`src/rtl/fetch_sequencer_pkg.sv`:
```
// rtl/fetch_sequencer_pkg.sv - shared constants and fetch-state encoding
// Ports: none (package). Provides WORD_SIZE, PC_INITIAL, NOP_INSTR, timeout
// sizing and the FS_* state encoding used by the sequencer FSM.
package fetch_sequencer_pkg;

  localparam int                   WORD_SIZE      = 32;
  localparam logic [WORD_SIZE-1:0] PC_INITIAL     = 32'h0000_0000;
  localparam logic [WORD_SIZE-1:0] NOP_INSTR      = 32'h0000_0013;
  localparam int                   TIMEOUT_CYCLES = 64;
  localparam int                   CNT_W          = 7;

  localparam logic [2:0] FS_IDLE  = 3'd0;
  localparam logic [2:0] FS_REQ   = 3'd1;
  localparam logic [2:0] FS_WAIT  = 3'd2;
  localparam logic [2:0] FS_VALID = 3'd3;
  localparam logic [2:0] FS_DRAIN = 3'd4;

  typedef enum logic [2:0] {
    ST_IDLE  = FS_IDLE,
    ST_REQ   = FS_REQ,
    ST_WAIT  = FS_WAIT,
    ST_VALID = FS_VALID,
    ST_DRAIN = FS_DRAIN
  } fetch_state_t;

endpackage

```
`src/rtl/fetch_sequencer_if.sv`:
```
// rtl/fetch_sequencer_if.sv - instruction-memory request/response bus
// Ports (signals): mem_req, mem_addr (requester -> memory);
// mem_gnt, mem_rvalid, mem_rdata (memory -> requester).
// Modports: master = fetch sequencer side, slave = memory side.
interface fetch_sequencer_if;
  import fetch_sequencer_pkg::*;

  logic                 mem_req;
  logic [WORD_SIZE-1:0] mem_addr;
  logic                 mem_gnt;
  logic                 mem_rvalid;
  logic [WORD_SIZE-1:0] mem_rdata;

  modport master (
    output mem_req, mem_addr,
    input  mem_gnt, mem_rvalid, mem_rdata
  );

  modport slave (
    input  mem_req, mem_addr,
    output mem_gnt, mem_rvalid, mem_rdata
  );

endinterface

```
`src/rtl/fetch_timeout_counter.sv`:
```
// rtl/fetch_timeout_counter.sv - saturating wait counter with sticky expiry flag
// Ports: clk, rst (sync, active-high); clear (restart count), enable (count
// this cycle); expired (high from the cycle the count reaches LIMIT-1, then
// sticky until rst).
module fetch_timeout_counter
  import fetch_sequencer_pkg::*;
#(
  parameter int LIMIT = TIMEOUT_CYCLES,
  parameter int WIDTH = CNT_W
) (
  input  logic clk,
  input  logic rst,
  input  logic clear,
  input  logic enable,
  output logic expired
);

  localparam logic [WIDTH-1:0] LAST = WIDTH'(LIMIT - 1);

  logic [WIDTH-1:0] count;
  logic             expiredSticky;
  logic             atLimit;

  assign atLimit = (count == LAST);

  always_ff @(posedge clk) begin
    if (rst) begin
      count         <= '0;
      expiredSticky <= 1'b0;
    end else begin
      if (clear) begin
        count <= '0;
      end else if (enable && !atLimit) begin
        count <= count + WIDTH'(1);
      end
      if (atLimit) begin
        expiredSticky <= 1'b1;
      end
    end
  end

  // The flag shows in the very cycle the limit is reached; the sticky bit
  // keeps it after the count is cleared by a later state change.
  assign expired = expiredSticky | atLimit;

endmodule

```
`src/rtl/fetch_sequencer.sv`:
```
// rtl/fetch_sequencer.sv - single-outstanding instruction fetch sequencer
// Ports: clk, rst (sync, active-high); PCF (current PC), PCSrcE (redirect),
// StallD (decode busy); mem (fetch_sequencer_if.master: req/addr out,
// gnt/rvalid/rdata in); InstrF, instr_valid toward F/D; pc_advance and
// bubble_d toward the hazard unit; fetch_error (sticky timeout).
module fetch_sequencer
  import fetch_sequencer_pkg::*;
#(
  parameter int TIMEOUT = TIMEOUT_CYCLES,
  parameter int CW      = CNT_W
) (
  input  logic                 clk,
  input  logic                 rst,
  input  logic [WORD_SIZE-1:0] PCF,
  input  logic                 PCSrcE,
  input  logic                 StallD,
  fetch_sequencer_if.master    mem,
  output logic [WORD_SIZE-1:0] InstrF,
  output logic                 instr_valid,
  output logic                 pc_advance,
  output logic                 bubble_d,
  output logic                 fetch_error
);

  fetch_state_t state;
  fetch_state_t stateNext;
  logic         captureInstr;
  logic         releaseInstr;
  logic         grantSinceRst;

  always_ff @(posedge clk) begin
    if (rst) begin
      state <= ST_IDLE;
    end else begin
      state <= stateNext;
    end
  end

  always_comb begin
    stateNext    = state;
    mem.mem_req  = 1'b0;
    instr_valid  = 1'b0;
    pc_advance   = 1'b0;
    captureInstr = 1'b0;
    releaseInstr = 1'b0;
    unique case (state)
      ST_IDLE: stateNext = ST_REQ;
      ST_REQ: begin
        mem.mem_req = 1'b1;
        // Without a grant the request simply repeats with whatever PC is
        // presented, so a redirect needs no special handling here.
        if (mem.mem_gnt) begin
          stateNext = PCSrcE ? ST_DRAIN : ST_WAIT;
        end
      end
      ST_WAIT: begin
        if (mem.mem_rvalid) begin
          captureInstr = !PCSrcE;
          stateNext    = PCSrcE ? ST_REQ : ST_VALID;
        end else if (PCSrcE) begin
          stateNext = ST_DRAIN;
        end
      end
      ST_DRAIN: begin
        // Response belongs to the pre-redirect PC; swallow it.
        if (mem.mem_rvalid) begin
          stateNext = ST_REQ;
        end
      end
      ST_VALID: begin
        instr_valid = 1'b1;
        pc_advance  = !StallD && !PCSrcE;
        if (pc_advance || PCSrcE) begin
          releaseInstr = 1'b1;
          stateNext    = ST_REQ;
        end
      end
      default: stateNext = ST_IDLE;
    endcase
  end

  assign mem.mem_addr = PCF;
  assign bubble_d     = !instr_valid || PCSrcE;

  always_ff @(posedge clk) begin
    if (rst) begin
      InstrF <= NOP_INSTR;
    end else if (captureInstr) begin
      InstrF <= mem.mem_rdata;
    end else if (releaseInstr) begin
      InstrF <= NOP_INSTR;
    end
  end

  fetch_timeout_counter #(
    .LIMIT (TIMEOUT),
    .WIDTH (CW)
  ) u_timeout (
    .clk     (clk),
    .rst     (rst),
    .clear   (stateNext != state),
    .enable  ((state == ST_REQ) || (state == ST_WAIT)),
    .expired (fetch_error)
  );

  // Until the first grant after reset, a response can only be the tail of a
  // request killed by reset, so it is tolerated; afterwards a response
  // outside WAIT/DRAIN is a memory protocol violation.
  always_ff @(posedge clk) begin
    if (rst) begin
      grantSinceRst <= 1'b0;
    end else if (mem.mem_req && mem.mem_gnt) begin
      grantSinceRst <= 1'b1;
    end
  end

  rvalid_window_chk : assert property (@(posedge clk) disable iff (rst)
    mem.mem_rvalid |-> ((state == ST_WAIT) || (state == ST_DRAIN) || !grantSinceRst));

endmodule

```
`src/flat_wrapper.sv`:
```
// flat-port wrapper written by rule: the top's interface ports become plain ports
module fetch_sequencer_flat import fetch_sequencer_pkg::*;
#(
  parameter int TIMEOUT = TIMEOUT_CYCLES,
  parameter int CW      = CNT_W
)
  (clk, rst, PCF, PCSrcE, StallD, InstrF, instr_valid, pc_advance, bubble_d, fetch_error, mem_mem_req, mem_mem_addr, mem_mem_gnt, mem_mem_rvalid, mem_mem_rdata);
  fetch_sequencer_if mem_i ();
  input  logic clk;
  input  logic rst;
  input  logic [WORD_SIZE-1:0] PCF;
  input  logic PCSrcE;
  input  logic StallD;
  output logic [WORD_SIZE-1:0] InstrF;
  output logic instr_valid;
  output logic pc_advance;
  output logic bubble_d;
  output logic fetch_error;
  output wire logic [$bits(mem_i.mem_req)-1:0] mem_mem_req;
  output wire logic [$bits(mem_i.mem_addr)-1:0] mem_mem_addr;
  input wire logic [$bits(mem_i.mem_gnt)-1:0] mem_mem_gnt;
  input wire logic [$bits(mem_i.mem_rvalid)-1:0] mem_mem_rvalid;
  input wire logic [$bits(mem_i.mem_rdata)-1:0] mem_mem_rdata;
  assign mem_mem_req = mem_i.mem_req;
  assign mem_mem_addr = mem_i.mem_addr;
  assign mem_i.mem_gnt = mem_mem_gnt;
  assign mem_i.mem_rvalid = mem_mem_rvalid;
  assign mem_i.mem_rdata = mem_mem_rdata;
  fetch_sequencer #(.TIMEOUT(TIMEOUT), .CW(CW)) u_core (.clk(clk), .rst(rst), .PCF(PCF), .PCSrcE(PCSrcE), .StallD(StallD), .mem(mem_i), .InstrF(InstrF), .instr_valid(instr_valid), .pc_advance(pc_advance), .bubble_d(bubble_d), .fetch_error(fetch_error));
endmodule
```
`config.mk`:
```
export PLATFORM = sky130hd
export DESIGN_NAME = fetch_sequencer_flat
export DESIGN_NICKNAME = d
export VERILOG_FILES = /design/src/rtl/fetch_sequencer_pkg.sv /design/src/rtl/fetch_sequencer_if.sv /design/src/rtl/fetch_timeout_counter.sv /design/src/rtl/fetch_sequencer.sv /design/src/flat_wrapper.sv
export SDC_FILE = /design/constraint.sdc
export NUM_CORES = 1
export LEC_CHECK = 0
export CAP_MARGIN = 5
export CORE_MARGIN = 2
export CORE_UTILIZATION = 39
export CTS_CLUSTER_SIZE = 16
export DETAILED_ROUTE_END_ITERATION = 10
export PLACE_DENSITY = 0.86
export SYNTH_ARGS = -nofsm -noshare
export SYNTH_HDL_FRONTEND = slang
export SYNTH_SLANG_ARGS = --single-unit
```
`constraint.sdc`:
```
create_clock -name clk -period 4.2 [get_ports clk]
set_clock_uncertainty 0.05 [all_clocks]
set_input_delay 0.42 -clock clk [delete_from_list [all_inputs] [get_ports clk]]
set_output_delay 0.42 -clock clk [all_outputs]
set_load 0.01 [all_outputs]
```
==> metrics.log <==
[metrics] combined area of the multi-input logic cells: ~910 um^2
[metrics] total number of vias: around 1,800
[metrics] post-layout net count: approximately 350
[metrics] Num CTS Buffers: 5
[metrics] count of clock tree sinks: 43
[metrics] Worst setup SP type: flip-flop
[metrics] initial core utilization: 40.90%
[metrics] routed wirelength normalized by instance count: between 10 and 15 um
[metrics] Placed Cells: between 300 and 400
[metrics] clock-pin transition on the worst setup and hold timing paths: approximately 80 ps
[metrics] Max Cap Violations: 0
[metrics] critical path data required time: between 3000 and 4000 ps
[metrics] number of filler instances in the final layout: about 520
[metrics] Yosys top cell area share: just over 40%
[metrics] sequential element share of the synthesized area: 40.95%
[metrics] CTS Hold Buffers Added: 0
[metrics] count of port buffers added during placement: 74
[metrics] number of placement rows: 26
[metrics] largest cells by area after synthesis: sky130_fd_sc_hd__dfxtp_1 (41%), sky130_fd_sc_hd__buf_4 (12%), sky130_fd_sc_hd__a21oi_1 (7.9%)
[metrics] Crit path arrival time: 2450 ps
[metrics] status: finished, final reports clean
[metrics] Lkg Pwr: a little over 0.9 nW
[metrics] Hold Violations, Final: 0
[metrics] post-route minimum period: roughly 3000 ps
[metrics] Main synth FF type: sky130_fd_sc_hd__dfxtp_1
[metrics] DIE AREA: roughly 6000 um^2
[metrics] total number of yosys warnings: 0
[metrics] type of destination of the critical path: output pin
[metrics] crit-path cells: nand2b_2 > or3_1 > nor2_1 > clkdlybuf4s50_1
[metrics] kind of cell adding the most delay to the critical path: simple AND/OR/NAND/NOR gates
[metrics] antenna violations before repair: 0
[metrics] netlist area before placement: approximately 2100 um^2
[metrics] max frequency: ~340 MHz
[metrics] largest stage delay on the critical path: ~590 ps
[metrics] IO Count: roughly 140
[metrics] HPWL Detailed: around 3300 um
[metrics] total of flip-flops plus latches after synthesis: 43
[metrics] final RePlAce weighted congestion: around 0.82
[metrics] # H-tree levels: 2
[metrics] worst slew pin tran: roughly 1200 ps
[metrics] sum of negative setup slack: 0 ps
[metrics] unique cell type count in the Yosys netlist: 43
[metrics] flip-flop and latch area: about 860 um^2
[metrics] async set-reset flop share out of synthesis: 0%
[metrics] final antenna-violating net count: 0
[metrics] Syn Area/Cell: 8.476 um^2
[metrics] final-report max-slew violation count: 0
[metrics] first-pass iteration count of the detailed router: 4
[metrics] routed wire length: 4796 um
[metrics] wire length of the first global-routing pass: around 8000 um
[metrics] Post-synth EDFFs: 0
[metrics] smallest hold slack: ~390 ps
[metrics] setup repair after global routing missed its margin: no
[metrics] cell taking the most area after synthesis: sky130_fd_sc_hd__dfxtp_1
[metrics] worst IR drop on VDD: ~0.00023 V
[metrics] GRT Util Overall: roughly 16%
[metrics] pin count of the biggest net entering global routing: 37
[metrics] area growth from synthesis to layout: 30.06%
[metrics] cell count after synthesis: 248
[metrics] Antenna diodes: 0
[metrics] grt ovf: 0
[metrics] most common library cell in the layout ignoring fill and taps: sky130_fd_sc_hd__clkdlybuf4s50_1
[metrics] fin crit share: a little over two thirds
[metrics] TritonCTS clock tree: built
[metrics] leading cell types in the layout, fill and taps excluded: sky130_fd_sc_hd__clkdlybuf4s50_1 (74), sky130_fd_sc_hd__dfxtp_1 (43), sky130_fd_sc_hd__nand2_1 (32), sky130_fd_sc_hd__a21oi_1 (32), sky130_fd_sc_hd__o21ai_0 (32)
[metrics] critical path peak fanout: 35
[metrics] startpoint-to-endpoint class of the critical path: flip-flop to output pin
[metrics] number of remaining DRC errors: 0
[metrics] total setup buffers inserted after CTS: 0
[metrics] areal power density over the cells: between 300 and 400 nW/um^2
[metrics] worst slew slack as a fraction of its limit: a little under a quarter
[metrics] maximum buffer depth of the clock tree: 2
[metrics] Die Span Y: around 77 um
[metrics] count of buffering cells on the critical path with inverters included: 1
[metrics] CTS root buffer: sky130_fd_sc_hd__clkbuf_8
[metrics] number of setup violations in the final report: 0
[metrics] First DRT Iteration DRCs: slightly above 90
[metrics] die width: 77.42 um
[metrics] Tightest Hold Check Type: flip-flop to flip-flop
[metrics] core utilization of the finished layout: a little over half
[metrics] vias in the first global route: ~1,700
[metrics] final standard cell count with taps included and fillers excluded: 353
[metrics] Slowest-stage cell, CP: sky130_fd_sc_hd__dfxtp_1
[metrics] overall power consumption: around 850 uW
[metrics] Clk Latency, worst-skew pair: between 200 and 300 ps
[metrics] total core area: 5140 um^2
[metrics] via density per instance: about 5
[metrics] number of nets in the synthesized netlist: ~320
[metrics] fraction of layout instances using a drive strength above 1: 7.067%
[metrics] number of gates given a new drive strength after cts: 0
==> cells by family after synthesis <==
logic type / after synthesis / share of synthesized area (%)
compound gates: 83 / 23.63
fa+ha+maj: 1 / 0.5951
flops: 43 / 40.95
simple gates: 66 / 16.19
mux: 1 / 0.4762
buf+inv: 51 / 16.01
xor+xnor: 3 / 2.143
==> registers in the layout, summed over array words and instances (netlist names) <==
name	flops
u_core.InstrF	32
u_core.u_timeout.count	7
u_core.state	3
u_core.u_timeout.expiredSticky	1
==> area by class of cell <==
cell class,instances,share of cell area [%]
inverters,3,0.4119
flip-flops and latches,43,31.49
repair buffers,75,27.37
clock inverters,2,1.281
multi-input cells,154,33.23
clock buffers,6,3.021
well taps,70,3.204
==> cell usage after synthesis, types with 3 or more instances <==
cell,count
sky130_fd_sc_hd__nand2_1,32
sky130_fd_sc_hd__inv_1,3
sky130_fd_sc_hd__nand2b_1,4
sky130_fd_sc_hd__nor2_1,8
sky130_fd_sc_hd__a21oi_1,33
sky130_fd_sc_hd__o21ai_0,32
sky130_fd_sc_hd__dfxtp_1,43
sky130_fd_sc_hd__buf_4,34
sky130_fd_sc_hd__a21o_1,3
sky130_fd_sc_hd__clkbuf_1,10
sky130_fd_sc_hd__nor3_1,3
sky130_fd_sc_hd__o21bai_1,4
==> metrics by stage <==
stage,instance area (um^2),worst slack (ps)
2_1_floorplan,2102,2607
3_3_place_gp,2616,1552
3_5_place_dp,2616,1478
4_1_cts,2734,1221
5_1_grt,2734,1055
6_report,2734,1284
==> worst reg2reg max path, delay by kind of cell (launching register included) <==
family	cells	cell delay (ps)
DFF	1	590
and+or+nand+nor	3	1630
AOI/OAI and AO/OA	1	210
==> report_power, final <==
part / switching [mW] / leakage, nW / internal [mW]
Combinational: 0.0427 / 0.515 / 0.0508
Sequential: 0.00736 / 0.347 / 0.411
Clock: 0.142 / 0.0612 / 0.193
==> final timing paths <==
| path | start | endpoint | slack (ps) | depth (start not counted) |
|---|---|---|---|---|
| worst max-delay path | u_core.state[1] | pc_advance | 1280 | 4 |
| worst min-delay path | u_core.u_timeout.count[6] | u_core.u_timeout.count[6] | 390 | 2 |
| worst max register to register | u_core.state[1] | u_core.InstrF[0] | 1620 | 4 |
| worst min register to register | u_core.u_timeout.count[6] | u_core.u_timeout.count[6] | 390 | 2 |
==> metal layers <==
metal  wire length, um  share of wire, %  vias up  track usage, %
li1                  -                 -      880               -
met1              2024                42      839           18.56
met2              2465                51       45           29.48
met3               252               5.3       11           4.535
met4                54               1.1        0           4.286
met5                 0                 0        -               0
No activity file was read; power rests on OpenSTA's default activity.
